<file path="config.mk">
export PLATFORM = sky130hd
export DESIGN_NAME = mc_main_control_flat
export DESIGN_NICKNAME = d
export VERILOG_FILES = /design/src/rtl/mc_main_control_pkg.sv /design/src/rtl/mc_main_control_if.sv /design/src/rtl/mc_main_control.sv /design/src/flat_wrapper.sv
export SDC_FILE = /design/constraint.sdc
export NUM_CORES = 1
export LEC_CHECK = 0
export CORE_AREA = 4 4 41 43
export CTS_CLUSTER_SIZE = 25
export DETAILED_ROUTE_END_ITERATION = 12
export DIE_AREA = 0 0 45 47
export GPL_ROUTABILITY_DRIVEN = 0
export PLACE_DENSITY_LB_ADDON = 0.3
export RECOVER_POWER = 100
export SLEW_MARGIN = 25
export SYNTH_ARGS = -nofsm -noshare
export SYNTH_HDL_FRONTEND = slang
export SYNTH_SLANG_ARGS = --single-unit
export TNS_END_PERCENT = 1
</file>
<file path="constraint.sdc">
create_clock -name clk -period 3.95 [get_ports clk]
set_input_delay 0.79 -clock clk [delete_from_list [all_inputs] [get_ports clk]]
set_output_delay 0.79 -clock clk [all_outputs]
set_load 0.05 [all_outputs]
</file>
<file path="src/rtl/mc_main_control_pkg.sv">
// rtl/mc_main_control_pkg.sv - shared encodings for the multi-cycle MIPS main control FSM
package mc_ctrl_pkg;

  localparam logic [5:0] OP_RTYPE = 6'd0;
  localparam logic [5:0] OP_LW    = 6'd35;
  localparam logic [5:0] OP_SW    = 6'd43;
  localparam logic [5:0] OP_BEQ   = 6'd4;
  localparam logic [5:0] OP_J     = 6'd2;
  localparam logic [5:0] OP_ADDI  = 6'd8;

  // alu_op is also the input encoding of the downstream ALU control block
  localparam logic [1:0] ALU_OP_ADD   = 2'b00;
  localparam logic [1:0] ALU_OP_SUB   = 2'b01;
  localparam logic [1:0] ALU_OP_FUNCT = 2'b10;

  localparam logic [1:0] ALU_SRC_B_REG      = 2'b00;
  localparam logic [1:0] ALU_SRC_B_FOUR     = 2'b01;
  localparam logic [1:0] ALU_SRC_B_IMM      = 2'b10;
  localparam logic [1:0] ALU_SRC_B_IMM_SHL2 = 2'b11;

  localparam logic [1:0] PC_SRC_ALU    = 2'b00;
  localparam logic [1:0] PC_SRC_ALUOUT = 2'b01;
  localparam logic [1:0] PC_SRC_JUMP   = 2'b10;

  typedef enum logic [3:0] {
    S_FETCH  = 4'd0,
    S_DECODE = 4'd1,
    S_MEMADR = 4'd2,
    S_MEMRD  = 4'd3,
    S_MEMWB  = 4'd4,
    S_MEMWR  = 4'd5,
    S_EXEC   = 4'd6,
    S_ALUWB  = 4'd7,
    S_BRANCH = 4'd8,
    S_JUMP   = 4'd9,
    S_ADDIEX = 4'd10,
    S_ADDIWB = 4'd11
  } state_t;

endpackage

</file>
<file path="src/rtl/mc_main_control_if.sv">
// rtl/mc_main_control_if.sv - control/datapath bundle between main control and the datapath
interface mc_main_control_if;
  logic [5:0] opcode;
  logic       zero;
  logic       mem_ready;
  logic       pc_en;
  logic       iord;
  logic       mem_read;
  logic       mem_write;
  logic       ir_write;
  logic       reg_dst;
  logic       mem_to_reg;
  logic       reg_write;
  logic       alu_src_a;
  logic [1:0] alu_src_b;
  logic [1:0] alu_op;
  logic [1:0] pc_src;
  logic [3:0] state;
  logic       illegal;

  modport slave (
    input  opcode, zero, mem_ready,
    output pc_en, iord, mem_read, mem_write, ir_write, reg_dst, mem_to_reg,
           reg_write, alu_src_a, alu_src_b, alu_op, pc_src, state, illegal
  );

  modport master (
    output opcode, zero, mem_ready,
    input  pc_en, iord, mem_read, mem_write, ir_write, reg_dst, mem_to_reg,
           reg_write, alu_src_a, alu_src_b, alu_op, pc_src, state, illegal
  );
endinterface

</file>
<file path="src/rtl/mc_main_control.sv">
// rtl/mc_main_control.sv - multi-cycle MIPS main control FSM with memory-ready stalls
// Optional feature: MC_ADDI_EN adds the ADDIEX/ADDIWB path for OP_ADDI.
module mc_main_control
  import mc_ctrl_pkg::*;
(
  input  logic              clk,
  input  logic              reset,
  mc_main_control_if.slave  bus
);

  state_t r_state;
  state_t w_next;

  logic w_pc_write;
  logic w_pc_write_cond;
  logic w_reg_write;
  logic w_mem_write;
  logic w_ir_write;

  always_ff @(posedge clk) begin
    if (reset) r_state <= S_FETCH;
    else       r_state <= w_next;
  end

  always_comb begin
    w_next = S_FETCH;
    case (r_state)
      S_FETCH:  w_next = bus.mem_ready ? S_DECODE : S_FETCH;
      S_DECODE: begin
        case (bus.opcode)
          OP_LW, OP_SW: w_next = S_MEMADR;
          OP_RTYPE:     w_next = S_EXEC;
          OP_BEQ:       w_next = S_BRANCH;
          OP_J:         w_next = S_JUMP;
`ifdef MC_ADDI_EN
          OP_ADDI:      w_next = S_ADDIEX;
`endif
          default:      w_next = S_FETCH;
        endcase
      end
      S_MEMADR: w_next = (bus.opcode == OP_LW) ? S_MEMRD : S_MEMWR;
      S_MEMRD:  w_next = bus.mem_ready ? S_MEMWB : S_MEMRD;
      S_MEMWR:  w_next = bus.mem_ready ? S_FETCH : S_MEMWR;
      S_EXEC:   w_next = S_ALUWB;
`ifdef MC_ADDI_EN
      S_ADDIEX: w_next = S_ADDIWB;
`endif
      default:  w_next = S_FETCH;
    endcase
  end

  always_comb begin
    w_pc_write      = 1'b0;
    w_pc_write_cond = 1'b0;
    w_reg_write     = 1'b0;
    w_mem_write     = 1'b0;
    w_ir_write      = 1'b0;
    bus.iord        = 1'b0;
    bus.mem_read    = 1'b0;
    bus.reg_dst     = 1'b0;
    bus.mem_to_reg  = 1'b0;
    bus.alu_src_a   = 1'b0;
    bus.alu_src_b   = ALU_SRC_B_REG;
    bus.alu_op      = ALU_OP_ADD;
    bus.pc_src      = PC_SRC_ALU;
    bus.illegal     = 1'b0;
    case (r_state)
      S_FETCH: begin
        // IR load and PC increment happen only on the completing cycle of a stalled fetch
        bus.mem_read  = 1'b1;
        bus.alu_src_b = ALU_SRC_B_FOUR;
        w_ir_write    = bus.mem_ready;
        w_pc_write    = bus.mem_ready;
      end
      S_DECODE: begin
        bus.alu_src_b = ALU_SRC_B_IMM_SHL2;
        case (bus.opcode)
          OP_LW, OP_SW, OP_RTYPE, OP_BEQ, OP_J: bus.illegal = 1'b0;
`ifdef MC_ADDI_EN
          OP_ADDI:                              bus.illegal = 1'b0;
`endif
          default:                              bus.illegal = 1'b1;
        endcase
      end
      S_MEMADR: begin
        bus.alu_src_a = 1'b1;
        bus.alu_src_b = ALU_SRC_B_IMM;
      end
      S_MEMRD: begin
        bus.mem_read = 1'b1;
        bus.iord     = 1'b1;
      end
      S_MEMWB: begin
        w_reg_write    = 1'b1;
        bus.mem_to_reg = 1'b1;
      end
      S_MEMWR: begin
        w_mem_write = 1'b1;
        bus.iord    = 1'b1;
      end
      S_EXEC: begin
        bus.alu_src_a = 1'b1;
        bus.alu_op    = ALU_OP_FUNCT;
      end
      S_ALUWB: begin
        w_reg_write = 1'b1;
        bus.reg_dst = 1'b1;
      end
      S_BRANCH: begin
        bus.alu_src_a   = 1'b1;
        bus.alu_op      = ALU_OP_SUB;
        w_pc_write_cond = 1'b1;
        bus.pc_src      = PC_SRC_ALUOUT;
      end
      S_JUMP: begin
        w_pc_write = 1'b1;
        bus.pc_src = PC_SRC_JUMP;
      end
`ifdef MC_ADDI_EN
      S_ADDIEX: begin
        bus.alu_src_a = 1'b1;
        bus.alu_src_b = ALU_SRC_B_IMM;
      end
      S_ADDIWB: begin
        w_reg_write = 1'b1;
      end
`endif
      default: begin
        w_pc_write = 1'b0;
      end
    endcase
    // Architectural side effects are blocked for the whole reset cycle
    bus.pc_en     = ~reset & (w_pc_write | (w_pc_write_cond & bus.zero));
    bus.reg_write = ~reset & w_reg_write;
    bus.mem_write = ~reset & w_mem_write;
    bus.ir_write  = ~reset & w_ir_write;
  end

  assign bus.state = r_state;

endmodule
</file>
<file path="src/flat_wrapper.sv">
// flat-port wrapper written by rule: the top's interface ports become plain ports
module mc_main_control_flat import mc_ctrl_pkg::*;
  (clk, reset, bus_opcode, bus_zero, bus_mem_ready, bus_pc_en, bus_iord, bus_mem_read, bus_mem_write, bus_ir_write, bus_reg_dst, bus_mem_to_reg, bus_reg_write, bus_alu_src_a, bus_alu_src_b, bus_alu_op, bus_pc_src, bus_state, bus_illegal);
  mc_main_control_if bus_i ();
  input  logic clk;
  input  logic reset;
  input wire logic [$bits(bus_i.opcode)-1:0] bus_opcode;
  input wire logic [$bits(bus_i.zero)-1:0] bus_zero;
  input wire logic [$bits(bus_i.mem_ready)-1:0] bus_mem_ready;
  output wire logic [$bits(bus_i.pc_en)-1:0] bus_pc_en;
  output wire logic [$bits(bus_i.iord)-1:0] bus_iord;
  output wire logic [$bits(bus_i.mem_read)-1:0] bus_mem_read;
  output wire logic [$bits(bus_i.mem_write)-1:0] bus_mem_write;
  output wire logic [$bits(bus_i.ir_write)-1:0] bus_ir_write;
  output wire logic [$bits(bus_i.reg_dst)-1:0] bus_reg_dst;
  output wire logic [$bits(bus_i.mem_to_reg)-1:0] bus_mem_to_reg;
  output wire logic [$bits(bus_i.reg_write)-1:0] bus_reg_write;
  output wire logic [$bits(bus_i.alu_src_a)-1:0] bus_alu_src_a;
  output wire logic [$bits(bus_i.alu_src_b)-1:0] bus_alu_src_b;
  output wire logic [$bits(bus_i.alu_op)-1:0] bus_alu_op;
  output wire logic [$bits(bus_i.pc_src)-1:0] bus_pc_src;
  output wire logic [$bits(bus_i.state)-1:0] bus_state;
  output wire logic [$bits(bus_i.illegal)-1:0] bus_illegal;
  assign bus_i.opcode = bus_opcode;
  assign bus_i.zero = bus_zero;
  assign bus_i.mem_ready = bus_mem_ready;
  assign bus_pc_en = bus_i.pc_en;
  assign bus_iord = bus_i.iord;
  assign bus_mem_read = bus_i.mem_read;
  assign bus_mem_write = bus_i.mem_write;
  assign bus_ir_write = bus_i.ir_write;
  assign bus_reg_dst = bus_i.reg_dst;
  assign bus_mem_to_reg = bus_i.mem_to_reg;
  assign bus_reg_write = bus_i.reg_write;
  assign bus_alu_src_a = bus_i.alu_src_a;
  assign bus_alu_src_b = bus_i.alu_src_b;
  assign bus_alu_op = bus_i.alu_op;
  assign bus_pc_src = bus_i.pc_src;
  assign bus_state = bus_i.state;
  assign bus_illegal = bus_i.illegal;
  mc_main_control u_core (.clk(clk), .reset(reset), .bus(bus_i));
endmodule
</file>
# Yosys cells after proc, flatten, opt, wreduce, memory -nomap -nowiden
# Index checks and enable logic that the tools add are counted.
# word_totals
ff_bits	4
out_inout_bits	20
inputBits	10
# classes
n_eq_ne	13
reduce_logical	8
n_bitwise	7
n_mux	21
# op_table
operator	count
$pmux W4 S6	1
$eq A4 B3 Y1 const B	4
$pmux W4 S4	1
$eq A6 B6 Y1 const B	2
$mux W1	12
$mux W3	3
$eq A4 B2 Y1 const B	2
$eq A4 B4 Y1 const B	2
$pmux W2 S2	2
$reduce_or A2 Y1	4
$eq A6 B2 Y1 const B	1
$eq A6 B3 Y1 const B	1
$logic_not A6 Y1	1
$pmux W2 S3	1
$and A1 B1 Y1	5
$reduce_or A5 Y1	1
$eq A4 B1 Y1 const B	1
$logic_not A4 Y1	1
$reduce_or A3 Y1	1
$pmux W1 S2	1
$not A1 Y1	1
$or A1 B1 Y1	1

# Longest topological paths before layout
# Gate-level depths: netlist of the first run.
# depth
word_depth	5
ltp_mapped	5

# Worst setup path before layout of the first run
# OpenSTA, ideal clock, no wires.
# synth_timing
path_type	register to output
from	register u_core.r_state[0] (netlist: u_core.bus.state[0])
to	output bus_pc_en
arrival_time_ns	2.801
slack_ns	0.359
required_time_ns	3.160
stages_incl_launch_ff	5
path_cell_list	dfxtp_1 clkbuf_1 o21ai_0 o21ai_0 nor4b_1
# synth_via
elab_chain_len	5
# synth_lines
item	line	rtl
from (decl)	mc_main_control.sv:11	state_t r_state;
from (signal assigned)	mc_main_control.sv:22	else r_state <= w_next;
$eq A4 B4 Y1	mc_main_control.sv:67	case (r_state)
$mux W1	mc_main_control.sv:67	
$and A1 B1 Y1	mc_main_control.sv:133	bus.pc_en = ~reset & (w_pc_write | (w_pc_write_cond & bus.zero));
$or A1 B1 Y1 *	mc_main_control.sv:133	
$and A1 B1 Y1 *	mc_main_control.sv:133	
to (decl)	flat_wrapper.sv:10	output wire logic [$bits(bus_i.pc_en)-1:0] bus_pc_en;
# Mark *: on every way between the ends. The rest lies on a longest branch, timed or not.

# Worst setup path in the final report of the first run
# layout_timing
from	input bus_opcode[0]
to	output bus_illegal
# layout_via
elab_chain_len	4
# layout_lines
item	line	rtl
from (decl)	flat_wrapper.sv:7	input wire logic [$bits(bus_i.opcode)-1:0] bus_opcode;
$eq A6 B6 Y1 (tied with other cells)	mc_main_control.sv:77	case (bus.opcode)
$reduce_or A5 Y1 *	mc_main_control.sv:77	
$mux W1 *	mc_main_control.sv:77	
$mux W1 *	mc_main_control.sv:67	
to (decl)	flat_wrapper.sv:23	output wire logic [$bits(bus_i.illegal)-1:0] bus_illegal;
# Marks and branches as above.

==> flow_summary_export.csv, run 1 <==
group,metric,value,unit
die,chipWidth,45,um
timing,timing.max_slew.rel_slack,0.655,
drt,final_antenna_net_count,0,
drt,initialDrtViolationCount,5,
hold_path,hold_class,"reg -> reg",
worst_setup_path,cpMostUsedCell,"dlygate4sd3_1",
yosys,yosysWarnings,0,
clock_tree,clock_path_buffers,2,
timing,setup_total_negative_slack,0,ps
clock_tree,numCtsBuffers,3,
clock_tree,ctsHoldBuffers,0,
worst_setup_path,timing.critical_path.slowest_stage_cell,"dlygate4sd3_1",
pwr,combPwrFrac,0.339,
timing,setup_violations,0,
final_layout,final_layout_size_suffix_gt1_frac,0.0319,
final_layout,total_area_of_sequential_cells,80.1,sq um
pwr,p_sw,0.0000479,W
run_status,outcome,"finished clean",
pwr,areal_power_density_over_the_cells,189,nW/um^2
pwr,seqPwrFrac,0.308,
worst_setup_path,crit_path_max_incr_delay,770,ps
final_layout,final_core_utilization,0.581,
yosys,postSynthRegisterBits,4,
global_route,grt_pass1_vias,534,
global_route,grt_first_pass_wirelength,2170,um
clock_tree,worstSkewPairLatency,240,ps
worst_setup_path,cp_data_arrival_time,2860,ps
final_layout,area_delta_synth_final,63.2,%
worst_setup_path,cp.required,3160,ps
yosys,synth.distinct_cells,31,
worst_setup_path,worst-setup-path-type,"in -> out",
placed_design,placed_cell_area,738,sq um
die,die_height,47,um
drt,routed_wirelength,1320,um
clock_tree,clk_pin_slew,40,ps
worst_setup_path,worstSetupEndpointType,"output port",
placed_design,placement.io_buffers,29,
yosys,synthCells,68,
timing,slew_viol_final,0,
placed_design,post-place-ws,466,ps
drt,drcViolationCount,0,
timing,setup_slack,297,ps
yosys,post_synth.cell_area_avg,6.81,sq um
pwr,max-vdd-ir-drop,155,uV
timing,tightestPinTransition,516,ps
drt,drtPass1Iterations,2,
final_layout,filler_cell_count,136,
clock_tree,clockRootBuffer,"clkbuf_4",
drt,detail_route.wl_per_cell,12.1,um
final_layout,nNetsFinal,106,
pwr,sw_frac_of_total,0.335,
pwr,clkPwrFrac,0.352,
die,std_cell_rows,13,
timing,worst_clock_skew,2.57,ps
timing,final_period_minus_worst_setup_slack,3650,ps
clock_tree,tritoncts,"built",
drt,viasPerCell,5.36,
die,initial_utilization,0.356,
clock_tree,cts_resized,0,
final_layout,insertedDiodeCount,0,
timing,final-hold-violation-count,0,
yosys,synthesis.nets,78,
clock_tree,tritoncts_num_sinks,4,
clock_tree,cts_setup_buffers,0,
timing,final.period_utilization,0.925,
worst_setup_path,launching_element_type_of_the_critical_path,"input pin",
worst_setup_path,path_delay_family,"buffers and inverters",
die,io_pins,30,
drt,routed_vias,584,
yosys,seq_area_frac_synth,0.173,
pwr,static-leakage-power,0.318,nW
worst_setup_path,worst-path-max-fanout,3,
timing,maxClockFrequency,274,MHz
yosys,synth.cell_area,463,sq um
placed_design,dp_hpwl,1040,um
global_route,antenna_found_initial,0,
global_route,grt_start_max_net_pins,17,
final_layout,number_of_flip_flops_in_the_largest_register,4,
clock_tree,cts-htree-levels,1,
worst_setup_path,cell_by_cell_trace_of_the_critical_path,"dlygate4sd3_1 > or3_1 > a221oi_1 > nor3_1 > dlygate4sd3_1",
timing,rsz0062_at_grt,"no",
final_layout,multi_input_gate_area_in_the_final_layout,344,sq um
global_route,grt_overflow_total,0,
worst_setup_path,critical_path.n_buffers_inverters,2,
die,dieArea,2120,sq um
run,cap_viol_max_count,0,
global_route,grtUsageTotal,0.141,
pwr,intPower,0.0000952,W
die,design.core.area,1300,sq um
final_layout,cell_area_after_layout,756,sq um
## power by group through the flow
| stage | registers (W) | clock network (W) | logic [W] |
|---|---|---|---|
| 2_1_floorplan | 0.0000455 | 0 | 0.0000279 |
| 3_3_place_gp | 0.0000448 | 0 | 0.0000507 |
| 3_5_place_dp | 0.0000447 | 0 | 0.0000510 |
| 4_1_cts | 0.0000441 | 0.0000525 | 0.0000512 |
| 5_1_grt | 0.0000443 | 0.0000575 | 0.0000519 |
| 6_report | 0.0000441 | 0.0000504 | 0.0000486 |
## final cells by class
type,count,area share
repair buffers,29,0.384
well taps,15,0.0248
clock buffers,3,0.0298
flip-flops and latches,4,0.106
multi-input cells,58,0.455
## worst paths after layout
kind / startpoint / to / slack [ps] / cells past startpoint
worst max-delay path: bus_opcode[0] / bus_illegal / 300 / 5
worst min-delay path: u_core.bus.state[3] / u_core.bus.state[0] / 770 / 2
worst max register to register: u_core.bus.state[0] / u_core.bus.state[0] / 1920 / 4
worst min register to register: u_core.bus.state[3] / u_core.bus.state[0] / 770 / 2
## cells by family (layout without fill, tap and decap cells)
kind of cell | Yosys count | count (layout) | share of synthesized area
DFF | 4 | 4 | 0.173
and+or+nand+nor | 42 | 42 | 0.522
AOI/OAI and AO/OA | 14 | 14 | 0.195
xor gates and xnor gates | 2 | 2 | 0.0378
buffers and inverters | 6 | 32 | 0.0730
## synth_stat cells
master / instances / share of area
a21oi_1: 2 / 0.022
and2b_1: 1 / 0.016
or2b_1: 1 / 0.016
a211o_1: 1 / 0.019
or3_4: 1 / 0.024
o21a_1: 2 / 0.032
a31oi_1: 1 / 0.014
buf_1: 1 / 0.0081
and3_1: 1 / 0.014
or4_1: 3 / 0.049
a221oi_1: 2 / 0.038
xnor2_1: 2 / 0.038
nand3_1: 1 / 0.011
dfxtp_1: 4 / 0.17
o21bai_1: 1 / 0.016
o21ai_0: 5 / 0.054
nor2_1: 9 / 0.073
nor3b_1: 1 / 0.016
clkbuf_1: 3 / 0.024
nor3_1: 5 / 0.054
nor4b_1: 1 / 0.019
or2_1: 1 / 0.014
nand2b_1: 6 / 0.081
nand2_1: 4 / 0.032
or3_1: 1 / 0.014
buf_4: 1 / 0.016
buf_6: 1 / 0.024
nor4_1: 3 / 0.041
nor2b_1: 1 / 0.014
and2_1: 1 / 0.014
or4b_1: 1 / 0.022
## metrics by stage
| step | cells | power (W) | hold slack (ps) |
|---|---|---|---|
| global route | 109 | 0.000154 | 825 |
| floorplan | 68 | 0.0000735 | 860 |
| detailed placement | 106 | 0.0000957 | 774 |
| global placement | 106 | 0.0000954 | 742 |
| finish | 109 | 0.000143 | 769 |
| CTS | 109 | 0.000148 | 777 |
## layer usage
layer | vias up | track usage | share of wire
li1 | 301 | - | -
met1 | 262 | 0.159 | 0.45
met2 | 21 | 0.243 | 0.47
met3 | 0 | 0.0613 | 0.076
met4 | 0 | 0.0351 | 0
met5 | - | 0 | 0
## placed cells by master, fill, tap and decap left out, drive strengths merged, types with 3 or more instances in the layout
| cell type | netlist | final |
|---|---|---|
| dlygate4sd3 | 0 | 22 |
| nor2 | 9 | 9 |
| clkdlybuf4s50 | 0 | 7 |
| nand2b | 6 | 6 |
| nor3 | 5 | 5 |
| o21ai | 5 | 5 |
| nand2 | 4 | 4 |
| dfxtp | 4 | 4 |
| nor4 | 3 | 3 |
| or4 | 3 | 3 |
| clkbuf | 3 | 3 |
## worst min-delay path: cells and delay by family (launching register included)
family | cells | cell delay [ps]
DFF | 1 | 470
AOI/OAI and AO/OA | 2 | 240
No activity file was read; power rests on OpenSTA's default activity.
==> run 2: changes to the inputs <==
- ABC_AREA: unset -> 1
==> flow_summary_export.csv, run 2 <==
group,metric,value,unit
run_status,outcome,"finished clean",
final_layout,final_layout_size_suffix_gt1_frac,0.114,
clock_tree,ctsHoldBuffers,0,
timing,maxClockFrequency,292,MHz
clock_tree,clock_path_buffers,2,
yosys,synth_enable_flop_cells,0,
pwr,intPower,0.0000931,W
global_route,grtUsageTotal,0.142,
timing,setup_violations,0,
die,die_height,47,um
final_layout,insertedDiodeCount,0,
pwr,combPwrFrac,0.338,
timing,setup_total_negative_slack,0,ps
pwr,static-leakage-power,0.417,nW
pwr,seqPwrFrac,0.295,
yosys,synthesis.nets,94,
worst_setup_path,rr_startpoint,"u_core.bus.state[3]",
clock_tree,cts_resized,0,
final_layout,cell_area_after_layout,769,sq um
global_route,grt_first_pass_wirelength,2170,um
timing,rsz0062_at_grt,"no",
final_layout,final_cell_mix,"nor2_1 (23), dlygate4sd3_1 (21), nand2_1 (14)",
yosys,synthCells,84,
clock_tree,worstSkewPairLatency,240,ps
yosys,synth.cell_area,449,sq um
final_layout,nNetsFinal,126,
yosys,yosys_most_used_dff,"dfxtp_1",
worst_setup_path,worst-path-max-fanout,3,
die,chipWidth,45,um
timing,setup_slack,529,ps
drt,routed_vias,605,
final_layout,number_of_flip_flops_in_the_largest_register,4,
global_route,grt_start_max_net_pins,9,
yosys,yosysMostFrequentCell,"nor2_1",
pwr,sw_frac_of_total,0.353,
placed_design,post-place-ws,654,ps
yosys,synthArstFlopShare,0,
worst_setup_path,cp-endpoint,"bus_illegal",
die,dieArea,2120,sq um
clock_tree,clockRootBuffer,"clkbuf_4",
pwr,clkPwrFrac,0.367,
worst_setup_path,r2r.worst_path.cells,5,
timing,final_period_minus_worst_setup_slack,3420,ps
yosys,yosysWarnings,0,
final_layout,layout.cells.most_common,"nor2_1",
yosys,synth.cells.most_frequent,"nor2_1 (23), nand2_1 (14), inv_1 (10), nand3_1 (10)",
yosys,synth_top_cell_area_share,0.192,
yosys,seq_area_frac_synth,0.178,
pwr,max-vdd-ir-drop,125,uV
global_route,grt_pass1_vias,540,
yosys,yosysTopAreaCell,"nor2_1",
worst_setup_path,critical_path.reg2reg.endpoint,"u_core.bus.state[1]",
clock_tree,tritoncts,"built",
drt,initialDrtViolationCount,13,
die,design.core.area,1300,sq um
clock_tree,tritoncts_num_sinks,4,
hold_path,hold_class,"reg -> reg",
final_layout,filler_cell_count,145,
drt,routed_wirelength,1390,um
placed_design,placement.io_buffers,29,
timing,final-hold-violation-count,0,
pwr,areal_power_density_over_the_cells,187,nW/um^2
worst_setup_path,worstSetupEndpointType,"output port",
timing,slew_viol_final,0,
drt,drtPass1Iterations,4,
final_layout,area_delta_synth_final,71.3,%
die,io_pins,30,
global_route,antenna_found_initial,0,
clock_tree,clk_pin_slew,40,ps
placed_design,dp_hpwl,1190,um
yosys,postSynthRegisterBits,4,
drt,final_antenna_net_count,0,
die,initial_utilization,0.345,
pwr,p_sw,0.0000509,W
yosys,post_synth.cell_area_avg,5.35,sq um
global_route,grt_overflow_total,0,
timing,tightestPinTransition,540,ps
timing,worst_clock_skew,5.20,ps
clock_tree,numCtsBuffers,3,
worst_setup_path,cp_data_arrival_time,2630,ps
clock_tree,cts_setup_buffers,0,
worst_setup_path,launching_element_type_of_the_critical_path,"input pin",
clock_tree,cts-htree-levels,1,
yosys,synth.distinct_cells,21,
run,cap_viol_max_count,0,
drt,viasPerCell,4.69,
timing,final.period_utilization,0.866,
worst_setup_path,cp.required,3160,ps
drt,detail_route.wl_per_cell,10.8,um
timing,timing.max_slew.rel_slack,0.639,
die,std_cell_rows,13,
yosys,synth_area_leaders,"nor2_1 (19%), dfxtp_1 (18%), nand2_1 (12%)",
worst_setup_path,worst-setup-path-type,"in -> out",
worst_setup_path,critical_path_start,"bus_opcode[5]",
drt,drcViolationCount,0,
placed_design,placed_cell_area,747,sq um
worst_setup_path,regToRegSetupSlack,2800,ps
## run 2: changes by cell type after synthesis, sizes merged, moves of 4 or more
cell	delta
nand3	+10
nand2b	-6
o21ai	-4
nor2	+17
nand2	+11
inv	+14
## run 2: power by group through the flow
stage	clock network [W]	registers [W]	logic (W)
after floorplan	0	0.0000457	0.0000268
after global placement	0	0.0000431	0.0000503
after detailed placement	0	0.0000431	0.0000508
after CTS	0.0000556	0.0000425	0.0000509
after global routing	0.0000577	0.0000426	0.0000523
final	0.0000528	0.0000425	0.0000488
## run 2: cells by family after synthesis
| family | after synthesis | synth area share |
|---|---|---|
| simple gates | 56 | 0.585 |
| buf+inv | 17 | 0.150 |
| compound gates | 7 | 0.0864 |
| flops | 4 | 0.178 |
## run 2: area by class of cell
class	count	area, sq um	share of cell area
repair buffers	29	290	0.377
multi-input cells	63	302	0.392
inverters	15	56.3	0.0732
clock buffers	3	22.5	0.0293
well taps	15	18.8	0.0244
flip-flops and latches	4	80.1	0.104
## run 2: worst min path at each step
stage                     slack, ps             endpoint                 from  cells after the start
after floorplan                 900  u_core.bus.state[3]  u_core.bus.state[0]                      4
after global placement          710  u_core.bus.state[3]  u_core.bus.state[0]                      4
after detailed placement        710  u_core.bus.state[3]  u_core.bus.state[0]                      4
after CTS                       720  u_core.bus.state[3]  u_core.bus.state[0]                      4
after global routing            770  u_core.bus.state[3]  u_core.bus.state[2]                      3
final                           720  u_core.bus.state[3]  u_core.bus.state[0]                      4
## run 2: per-layer routing
metal / up-vias / wire length [um] / share of wire / GRT usage
li1: 325 / - / - / -
met1: 256 / 592 / 0.43 / 0.173
met2: 20 / 652 / 0.47 / 0.234
met3: 4 / 89 / 0.064 / 0.0115
met4: 0 / 53 / 0.038 / 0.105
met5: - / 0 / 0 / 0
## run 2: worst max-delay path, stage by stage
cell	delay [ps]
dlygate4sd3_1	540
nor2_1	80
nand3_1	90
nand2_1	80
nor3_1	160
dlygate4sd3_1	890
## run 2: per-stage QoR
step | util | hold slack (ps) | power [W] | cells
final | 0.591 | 715 | 0.000144 | 129
after global routing | 0.591 | 766 | 0.000153 | 129
after CTS | 0.591 | 721 | 0.000149 | 129
after detailed placement | 0.574 | 713 | 0.0000939 | 126
after global placement | 0.574 | 714 | 0.0000934 | 126
after floorplan | - | 898 | 0.0000725 | 84
==> run 3: changes to the inputs <==
- HOLD_SLACK_MARGIN: unset -> 0.1
==> results of run 3 <==
Same layout as run 2: the final DEF is identical, and so are final timing and power.
==> variant: new RTL, flow settings as in run 1 <==
Add a define of `MC_ADDI_EN`.
--- a/src/rtl/mc_main_control.sv
+++ b/src/rtl/mc_main_control.sv
@@ -1,4 +1,6 @@
 // rtl/mc_main_control.sv - multi-cycle MIPS main control FSM with memory-ready stalls
 // Optional feature: MC_ADDI_EN adds the ADDIEX/ADDIWB path for OP_ADDI.
+`define MC_ADDI_EN
+
 module mc_main_control
   import mc_ctrl_pkg::*;
Formal check against the unedited RTL: not equivalent (Yosys sat finds a counterexample within 4 cycles, from zero or initial values and one cycle with reset high).
==> variant against run 1 <==
- worst hold slack got worse by 2.6 ps
- combinational power rose by 13%
- sequential cell count did not move
- via count rose by 18%
- total power rose by 6.1%
- worst setup slack improved by 93 ps
- area after synthesis rose by 17%
- register-to-register slack improved by 420 ps
- utilization rose by 6.0 points
- design area rose by 10%
- die area did not move
- global-route usage rose by 0.87 points
- routed wire length rose by 14%
- sequential share of layout area fell by 0.99 points
- largest cell class unchanged
- highest routed layer is now met4
==> variant: results (changes against run 1) <==
STA
The worst clock skew is 10.91 ps (+8.344 ps). The transition time of the tightest slew-check pin came to 610.0 ps (+94.32 ps).

Yosys
The warning count from the yosys run is 0 (unchanged). The number of nets in the synthesized netlist is 90 (+15%). The count of mapped cells out of synthesis is 80 (+18%). By area the synthesized netlist is led by sky130_fd_sc_hd__dfxtp_1, sky130_fd_sc_hd__nor2_1, sky130_fd_sc_hd__a21oi_1. Ranked by instance count, the synthesized netlist is headed by sky130_fd_sc_hd__nor2_1, sky130_fd_sc_hd__a21oi_1, sky130_fd_sc_hd__nor3_1, sky130_fd_sc_hd__buf_2.

The share of async-settable or async-resettable flops after synthesis was 0% (unchanged). The proportion of synthesized chip area in sequential cells was 14.78% (-2.5 points). The count of cell types in the netlist was 33 (+6.5%).

Among all flip-flop cells after synthesis, the most frequent one is sky130_fd_sc_hd__dfxtp_1. The number of flops mapped to enable cells by yosys was 0 (unchanged). The proportion of netlist area held by the largest area contributor is 14.78% (-2.5 points).

Worst setup path
The maximum cell stage delay along the critical path is 860 ps (+90 ps). The family with the most delay on the worst path is buffers and inverters. The maximum fanout count along the critical path is 6 (+3). Among all stages on the critical path, the largest delay is contributed by sky130_fd_sc_hd__dlygate4sd3_1.

CTS
The number of setup buffers added after CTS was 0 (unchanged). The clock slew at the register clock pins of the worst setup and hold paths is 40 ps (about the same). The worst-skew pair later-pin latency came to 240 ps (about the same). The post-cts sizing count is 0 (unchanged).

The tree is rooted in a sky130_fd_sc_hd__clkbuf_4. The number of buffers created by CTS is 3 (unchanged). The deepest clock path buffer count came to 2 (unchanged). The number of H-tree branching levels was 1 (unchanged).

Global routing
The first-pass GRT wire length is 2.332 mm (+7.3%). The number of antenna violations at the first check in global routing is 0 (unchanged). The maximum number of pins on one net before global-route repair is 19 (+2). The number of global-route vias before repair is 582 (+9.0%). The overall global routing resource usage is 14.93% (+0.87 points).

Power and ir drop
The peak ir drop on the vdd network came to 0.00008362 V (-46%). The leakage dissipation is 0.0003370 uW (+6.0%).

Detailed routing
The post-route DRC violation count came to 0 (unchanged). The routed via count is 688 (+18%). The post-detailed-routing wire length is 1.497 mm (+14%). The vias per cell is 5.733 (+7.0%). The length of the first detailed-routing pass in iterations is 4 (+2).

The violation count after the first detailed-routing iteration is 8 (+3).

Cells and area
The flip-flop count of the largest register, all copies and words added is 4 (unchanged). The final design instance area without fill is 833.3 um^2 (+10%). The count of fill cells added during filler insertion is 139 (+2.2%). The antenna diode count came to 0 (unchanged). The layout cell share with drive strength beyond 1 is 7.619% (+4.4 points).

Run status
The run finished with clean final reports.

Place
The cell total after placement is 117 (+10%). The post-detailed-placement half-perimeter wirelength is 1.140 mm (+9.8%). The placement-stage worst setup slack came to 497.9 ps (+32.27 ps). The area of placed instances is 810.8 um^2 (+9.8%). The quantity of I/O buffers inserted on ports came to 29 (unchanged).

Worst hold path
The worst hold path belongs to the class flop to flop.
variant: cell types whose count changed after synthesis, sizes merged, moves of 3 or more:
cell / before / now
buf: 3 / 7
nor3: 5 / 8
nor4: 3 / 0
a21oi: 2 / 10
nor2: 9 / 14
clkbuf: 3 / 0
variant: final timing paths:
path / end / cells after the start / slack, ps / start
setup / recovery: bus_illegal / 5 / 390 / bus_opcode[2]
hold / removal: u_core.bus.state[1] / 2 / 770 / u_core.bus.state[1]
setup reg to reg: u_core.bus.state[0] / 4 / 2340 / u_core.bus.state[1]
hold reg to reg: u_core.bus.state[1] / 2 / 770 / u_core.bus.state[1]
variant: worst register-to-register path, delay by kind of cell (launching register included):
kind | cells | cell delay [ps]
flip-flops | 1 | 620
AO/OA/AOI/OAI | 2 | 350
AND/OR/NAND/NOR | 2 | 510
variant: layout make-up:
cell class | instances | share of cell area, %
clock buffers | 3 | 2.703
well taps | 15 | 2.252
multi-input cells | 67 | 49.70
flip-flops and latches | 4 | 9.610
inverters | 2 | 0.9009
repair buffers | 29 | 34.83
variant: cell families (layout without fill, tap and decap cells):
kind of cell | count (synthesis) | count (layout) | share of synthesized area, %
AOI/OAI and AO/OA | 23 | 23 | 27.25
xor gates and xnor gates | 2 | 2 | 3.234
buffers and inverters | 9 | 34 | 8.775
DFF | 4 | 4 | 14.78
muxes | 1 | 1 | 2.078
and+or+nand+nor | 41 | 41 | 43.88
variant: power breakdown:
group | switching [uW] | internal (uW)
logic | 32.7 | 22.2
clock network | 19.0 | 34.1
registers | 2.43 | 41.4
total | 54.1 | 97.7
variant: per-layer routing:
metal	track usage [%]	up-vias	routed length, um
met5	0	-	0
met4	8.187	0	28
met3	2.682	7	121
met2	27.40	32	737
met1	16.14	308	609
li1	-	341	-
